**config.mk**
```make
export PLATFORM = sky130hd
export DESIGN_NAME = game_state_link_tx
export DESIGN_NICKNAME = d
export VERILOG_FILES = /design/src/rtl/game_state_link_tx.sv
export SDC_FILE = /design/constraint.sdc
export NUM_CORES = 1
export LEC_CHECK = 0
export ABC_CLOCK_PERIOD_IN_PS = 11510
export CAP_MARGIN = 25
export CORE_ASPECT_RATIO = 2
export CORE_MARGIN = 2
export CORE_UTILIZATION = 55
export DETAILED_ROUTE_END_ITERATION = 10
export DONT_BUFFER_PORTS = 1
export PLACE_DENSITY = 0.7
export SYNTH_ARGS = -nofsm -noshare
export SYNTH_HDL_FRONTEND = slang
export SYNTH_SLANG_ARGS = --single-unit
```
**constraint.sdc**
```tcl
create_clock -name i_clk -period 11.51 [get_ports i_clk]
set_clock_uncertainty 0.2 [all_clocks]
set_input_delay 0.5755 -clock i_clk [delete_from_list [all_inputs] [get_ports i_clk]]
set_output_delay 0.5755 -clock i_clk [all_outputs]
set_load 0.02 [all_outputs]
```
**src/rtl/game_state_link_tx.sv**
```systemverilog
// game_state_link_tx: snapshots the authoritative game state on each tick edge and sends it
// to the slave board as a 9-byte 8N1 packet (sync, health, winner, sprites, XOR checksum).
module game_state_link_tx #(
    parameter int         CLKS_PER_BIT = 868,
    parameter logic [7:0] SYNC_BYTE    = 8'hA5
) (
    input  logic       i_clk,
    input  logic       i_reset,
    input  logic       i_enable,
    input  logic       i_send_req,
    input  logic [8:0] i_health_1,
    input  logic [8:0] i_health_2,
    input  logic [2:0] i_winner,
    input  logic [6:0] i_sprite1_x,
    input  logic [6:0] i_sprite1_y,
    input  logic [6:0] i_sprite2_x,
    input  logic [6:0] i_sprite2_y,
    output logic       o_tx,
    output logic       o_busy,
    output logic       o_frame_done,
    output logic [7:0] o_drop_count
);
    localparam int            TW        = (CLKS_PER_BIT > 1) ? $clog2(CLKS_PER_BIT) : 1;
    localparam logic [TW-1:0] T_LAST    = TW'(CLKS_PER_BIT - 1);
    localparam logic [3:0]    LAST_BYTE = 4'd8;
    localparam logic [1:0]    S_IDLE    = 2'd0;
    localparam logic [1:0]    S_START   = 2'd1;
    localparam logic [1:0]    S_DATA    = 2'd2;
    localparam logic [1:0]    S_STOP    = 2'd3;

    logic             r_req_meta;
    logic             r_req_sync;
    logic             r_req_prev;
    logic [1:0]       r_state;
    logic [TW-1:0]    r_timer;
    logic [2:0]       r_bit_idx;
    logic [3:0]       r_byte_idx;
    logic [8:0][7:0]  r_pkt;
    logic             r_tx;
    logic             r_frame_done;
    logic [7:0]       r_drop_count;

    logic             w_req;
    logic             w_accept;
    logic             w_drop;
    logic             w_wrap;
    logic             w_frame_end;
    logic [1:0]       w_state_nxt;
    logic [TW-1:0]    w_timer_nxt;
    logic [2:0]       w_bit_nxt;
    logic [3:0]       w_byte_nxt;
    logic             w_tx_nxt;
    logic [7:0]       w_b3;
    logic [7:0]       w_csum;
    logic [8:0][7:0]  w_pkt;
    logic [7:0]       w_cur_byte;

    // Request qualification happens after the synchroniser, so enable gates the clean edge.
    assign w_req       = r_req_sync & ~r_req_prev & i_enable;
    assign w_accept    = w_req & (r_state == S_IDLE);
    assign w_drop      = w_req & (r_state != S_IDLE);
    assign w_wrap      = (r_timer == T_LAST);
    assign w_frame_end = (r_state == S_STOP) & w_wrap & (r_byte_idx == LAST_BYTE);
    assign w_timer_nxt = ((r_state == S_IDLE) || w_wrap) ? '0 : r_timer + 1'b1;

    assign w_b3   = {1'b0, i_winner, 2'b00, i_health_2[8], i_health_1[8]};
    assign w_csum = i_health_1[7:0] ^ i_health_2[7:0] ^ w_b3 ^ {1'b0, i_sprite1_x}
                  ^ {1'b0, i_sprite1_y} ^ {1'b0, i_sprite2_x} ^ {1'b0, i_sprite2_y};
    assign w_pkt  = {w_csum, {1'b0, i_sprite2_y}, {1'b0, i_sprite2_x}, {1'b0, i_sprite1_y},
                     {1'b0, i_sprite1_x}, w_b3, i_health_2[7:0], i_health_1[7:0], SYNC_BYTE};

    always_comb begin
        w_state_nxt = r_state;
        w_bit_nxt   = r_bit_idx;
        w_byte_nxt  = r_byte_idx;
        case (r_state)
            S_IDLE: if (w_req) begin
                w_state_nxt = S_START;
                w_bit_nxt   = '0;
                w_byte_nxt  = '0;
            end
            S_START: if (w_wrap) begin
                w_state_nxt = S_DATA;
                w_bit_nxt   = '0;
            end
            S_DATA: if (w_wrap) begin
                w_state_nxt = (r_bit_idx == 3'd7) ? S_STOP : S_DATA;
                w_bit_nxt   = r_bit_idx + 3'd1;
            end
            default: if (w_wrap) begin
                w_state_nxt = (r_byte_idx == LAST_BYTE) ? S_IDLE : S_START;
                w_byte_nxt  = (r_byte_idx == LAST_BYTE) ? r_byte_idx : r_byte_idx + 4'd1;
            end
        endcase
    end

    // The line level is registered from next-state so the pin never glitches between bits.
    assign w_cur_byte = r_pkt[r_byte_idx];
    assign w_tx_nxt   = (w_state_nxt == S_START) ? 1'b0 :
                        (w_state_nxt == S_DATA)  ? w_cur_byte[w_bit_nxt] : 1'b1;

    always_ff @(posedge i_clk) begin
        if (!i_reset) begin
            r_req_meta   <= 1'b0;
            r_req_sync   <= 1'b0;
            r_req_prev   <= 1'b0;
            r_state      <= S_IDLE;
            r_timer      <= '0;
            r_bit_idx    <= '0;
            r_byte_idx   <= '0;
            r_tx         <= 1'b1;
            r_frame_done <= 1'b0;
            r_drop_count <= '0;
        end else begin
            r_req_meta   <= i_send_req;
            r_req_sync   <= r_req_meta;
            r_req_prev   <= r_req_sync;
            r_state      <= w_state_nxt;
            r_timer      <= w_timer_nxt;
            r_bit_idx    <= w_bit_nxt;
            r_byte_idx   <= w_byte_nxt;
            r_tx         <= w_tx_nxt;
            r_frame_done <= w_frame_end;
            if (w_drop && (r_drop_count != 8'hFF))
                r_drop_count <= r_drop_count + 8'd1;
        end
    end

    always_ff @(posedge i_clk) begin
        if (w_accept)
            r_pkt <= w_pkt;
    end

    assign o_tx         = r_tx;
    assign o_busy       = (r_state != S_IDLE);
    assign o_frame_done = r_frame_done;
    assign o_drop_count = r_drop_count;
endmodule

```
### Yosys cells after proc, flatten, opt, wreduce, memory -nomap -nowiden

Index checks and enable logic that the tools add are counted.

* output and inout port bits: 11
* input bits: 53
* word-level logic and storage cells: 79
* register bits: 89

* reductions and logical operators: 8
* bitwise logic cells: 15
* $add $sub $neg: 4
* muxes and demuxes: 21
* eq/ne operators: 11
* $lt $le $gt $ge: 2

Operators with widths (number)
* 8-bit by 7-bit XOR with 8-bit output: 5
* 8-bit binary-select mux with 4-bit select: 1
* 4-bit 2-to-1 mux: 3
* 10-bit by 1-bit adder with 10-bit output, second input constant: 1
* 10-bit equality test, second input constant: 1
* 3-bit 2-to-1 mux: 3
* 3-bit one-hot mux with 3 select lines: 1
* 8-bit by 1-bit adder with 8-bit output, second input constant: 1
* 2-bit 2-to-1 mux: 4
* 8-bit 2-to-1 mux: 1
* 8-bit != test, second input constant: 1
* 4-bit one-hot mux with 2 select lines: 1
* 8-bit XOR: 1
* 1-bit bitwise AND: 6
* 2-bit equality test, second input constant: 3
* 2-bit one-hot mux with 3 select lines: 1
* 4-bit by 5-bit less-than comparator with 1-bit output, second input constant: 1
* 1-bit 2-to-1 mux: 5
* 4-bit by 1-bit adder with 4-bit output, second input constant: 1
* 2-bit by 1-bit equality test with 1-bit output, second input constant: 2
* 4-bit equality test, second input constant: 1
* 3-bit by 4-bit less-than comparator with 1-bit output, second input constant: 1
* 4-bit AND reduction: 1
* 2-bit nonzero test: 2
* 10 further kinds: 13

### Longest topological paths before layout

* depth after elaboration: 9
* gate-level depth with buffers: 10
* mapped depth without buffers: 10

### Least setup slack after synthesis

OpenSTA, ideal clock, no wires.

* path kind: register -> register
* start point: register r_state[0]
* end point: register r_byte_idx[0]
* arrival time: 3960 ps
* setup time: 128 ps
* path buffers: 0
* stages on the path, launching flop included: 8
* data required time: 11182 ps
* clock period less this slack: 4288 ps
* setup slack: 7222 ps
* path through: dfxtp_1 inv_1 ha_1 inv_1 nor2_1 nor2_1 o21ai_0 a21boi_0

* cells in the longest elaborated chain, start to end: 4
* elaborated cells between the ends (all ways): 10
* those cells by class: 4 x eq/ne; 1 x mux; 1 x bitwise; 4 x reduce/logical

RTL lines
* start, declared: RTL line 34 `logic [1:0] r_state;`
* start signal, assigned: RTL line 118 `r_state <= w_state_nxt;`
* 2-bit equality test / 2-bit by 1-bit equality test with 1-bit output (equally long branches): RTL line 76 `case (r_state)`
* 2-bit OR reduction (no source line)
* 1-bit NOT (no source line)
* 4-bit AND reduction (no source line)
* end signal, assigned: RTL line 121 `r_byte_idx <= w_byte_nxt;`
* end, declared: RTL line 37 `logic [3:0] r_byte_idx;`

Several ways; a longest one is shown, not always the timed one.
A chain may end at the register's enable or synchronous reset.

### Worst setup path after layout

* start point: register r_byte_idx[0]
* end point: register r_byte_idx[3]

* cells in the longest elaborated chain, start to end: 4
* elaborated cells between the ends (all ways): 7
* those cells by class: 1 x add/sub; 2 x eq/ne; 3 x mux; 1 x reduce/logical

RTL lines
* 4-bit by 1-bit adder with 4-bit output: RTL line 92 `w_byte_nxt = (r_byte_idx == LAST_BYTE) ? r_byte_idx : r_byte_idx + 4'd1;`
* 4-bit 2-to-1 mux: RTL line 92
* 4-bit 2-to-1 mux: RTL line 90 `default: if (w_wrap) begin`
* 4-bit one-hot mux with 2 select lines: RTL line 76

Several ways; a longest one is shown, not always the timed one. The select of a mux whose other input is x is not followed.

==> summary.md <==
| Metric | Value |
|---|---|
| Count of cell types in the netlist | 60 |
| # diodes | 0 |
| Ys async rst share | 0 |
| Number of global-route vias before repair | 2,654 |
| CTS clock-pin slew for the worst setup and hold paths | 0.06 ns |
| EDFF count, synth | 57 |
| H-tree depth reported by CTS | 3 |
| Synth Cell Area | 4363 um2 |
| Share of cells above drive strength 1 | 0.09195 |
| VDD IR-drop max | 125.4 uV |
| Avg WL per Cell | 17.32 um |
| CTS tree | yes |
| Sequential element share of the synthesized area | 0.5391 |
| DRC | 0 |
| Gr usage total | 0.1949 |
| Critical path required time | 11.57 ns |
| Unrepaired setup endpoints after global routing | false |
| Via density | 5.896 |
| Most frequent cell after synthesis | edfxtp_1 |
| Top cell type's share of synthesized area | 0.3923 |
| Power density cells | 140.6 nW/um2 |
| FMAX | 0.3395 GHz |
| Post-CTS sizing | 0 |
| Synthesized area per cell | 12.72 um2 |
| Post-CTS Setup Bufs | 0 |
| Ports | 64 |
| Cells after Synth | 343 |
| Initial antenna violation count | 0 |
| Starting Density | 0.5574 |
| Worst Hold Class | in -> reg |
| CTS Sinks | 89 |
| DRT Pass-1 Iters | 5 |
| Area leader, netlist | edfxtp_1 |
| Pre-CTS setup slack | 8.625 ns |
| Setup TNS | 0 ns |
| Row Count | 46 |
| Final Util | 0.6017 |
| Post-synth top cells | edfxtp_1, xnor2_1, dfxtp_1 |
| PnR Total Power | 0.6620 mW |
| Critical Path End Type | register |
| Period utilisation layout | 0.2559 |
| Largest cells by area after synthesis | edfxtp_1, dfxtp_1, xnor2_1 |
| Crit start category | register |
| Pin count of the biggest net entering global routing | 63 |
| Die area | 8704 um2 |
| Detailed Place HPWL | 5322 um |
| CTS hold repair buffers | 0 |
| First-pass GRT wire length | 12,670 um |
| Initial DRC count | 205 |
| Static leakage | 1.548 nW |
| Nets | 410 |
| Worst endpoint data arrival time | 3.01 ns |
| Final Setup Violations | 0 |
| RePlAce Congestion | 0.7998 |
| Worst slew pin tran | 0.9390 ns |
| Die width | 66.98 um |
| DIE HEIGHT | 130.0 um |
| Via count | 2,618 |
| Max-slew headroom | 0.3732 |
| Final ANT Viol Nets | 0 |
| Post-layout min period | 2.945 ns |
| Fin. max-slew vios | 0 |
| Root Buffer | clkbuf_16 |
| GR Overflow Total | 0 |
| Clk Latency, worst-skew pair | 0.33 ns |
| Max cap viols | 0 |
| FF-to-FF setup slack | 8.56 ns |
| Core Area | 7828 um2 |
| Synth warn | 0 |
| Num CTS Buffers | 9 |
| Main synth FF type | edfxtp_1 |
| Setup ws final | 8.565 ns |
| Critical path class | reg -> reg |
| Crit path max fanout | 19 |
| Status | complete, no violations |
| Syn_nets | 409 |
| Yosys reg bits | 89 |
| Buffers on Ports | 0 |
| Max clock buf depth | 2 |
| Routed WL | 7689 um |
| Hold Violations, Final | 0 |
| Area Overhead vs Synth | 7.944% |
-- power by group --
group | leakage [nW] | switching [mW] | internal, mW | total [mW]
registers | 0.776 | 0.00179 | 0.348 | 0.349
clock network | 0.132 | 0.115 | 0.167 | 0.281
logic | 0.640 | 0.0146 | 0.0168 | 0.0314
total | 1.55 | 0.131 | 0.531 | 0.662
-- registers in the layout, indices dropped and copies added, names as in the netlist, 2 cells and up --
register and cells:
r_timer 10, r_pkt 57, o_drop_count 8, r_bit_idx 3, r_byte_idx 4, r_state 2
-- critical path, cell delays in order, from the launching register on --
cell and delay [ns]:
dfxtp_1 0.86, inv_1 0.30, ha_1 0.28, nor3b_1 0.18
nor3_4 0.31, nand4_1 0.13, or4_1 0.45, a21boi_1 0.16
-- layout by cell type (no fill, tap or decap), types with 3 or more instances in the layout --
| cell type | count |
|---|---|
| edfxtp_1 | 57 |
| xnor2_1 | 35 |
| dfxtp_1 | 32 |
| xor2_1 | 19 |
| nor2_1 | 15 |
| mux2i_1 | 13 |
| ha_1 | 13 |
| nand2_1 | 12 |
| and2_1 | 11 |
| inv_1 | 9 |
| clkbuf_16 | 9 |
| nand3_1 | 8 |
| o21ai_0 | 8 |
| nor2b_1 | 8 |
| nand4_1 | 6 |
| a221oi_1 | 6 |
| nor3b_1 | 5 |
| a21boi_0 | 5 |
| mux4_2 | 5 |
| a211oi_1 | 4 |
| and3_1 | 4 |
| nand3b_1 | 3 |
| nand2b_1 | 3 |
| a21oi_1 | 3 |
-- per-layer routing --
layer	up-vias	wire length (um)	global-route usage	part of all wire
li1	1268	-	-	-
met1	1245	3052	0.2308	0.40
met2	92	3970	0.3194	0.52
met3	13	491	0.05517	0.064
met4	0	175	0.09844	0.023
met5	-	0	0	0
-- worst paths after layout --
kind,startpoint,endpoint,cells after the start
max,r_byte_idx[0],r_byte_idx[3],7
min,i_sprite1_x[2],r_pkt[34],0
max reg2reg,r_byte_idx[0],r_byte_idx[3],7
min reg2reg,r_req_meta,r_req_sync,1
-- cell type report --
class	instances	area [um2]
Fill cell	660	3118
Sequential cell	89	2352
Multi-Input combinational cell	232	1898
Clock buffer	10	229.0
Tap cell	96	120.1
Clock inverter	5	57.56
Inverter	10	37.54
Timing Repair Buffer	2	15.01
-- stage by stage --
step | std cells | hold slack (ns) | area, um2
4_1_cts | 444 | 0.1207 | 4710
3_5_place_dp | 429 | 0.2256 | 4423
2_1_floorplan | 343 | 0.2119 | 4363
3_3_place_gp | 429 | 0.2243 | 4423
5_1_grt | 444 | 0.1170 | 4710
6_report | 444 | 0.1304 | 4710
-- cell families after synthesis --
| group | count (synthesis) | synth area share |
|---|---|---|
| AND/OR/NAND/NOR | 93 | 0.1345 |
| buffers and inverters | 22 | 0.02753 |
| flip-flops | 89 | 0.5391 |
| multiplexers | 20 | 0.06080 |
| XOR/XNOR | 54 | 0.1084 |
| adder cells (fa/ha/maj) | 13 | 0.03728 |
| AO/OA/AOI/OAI | 52 | 0.09235 |
Power figures use the tool's default switching activity.
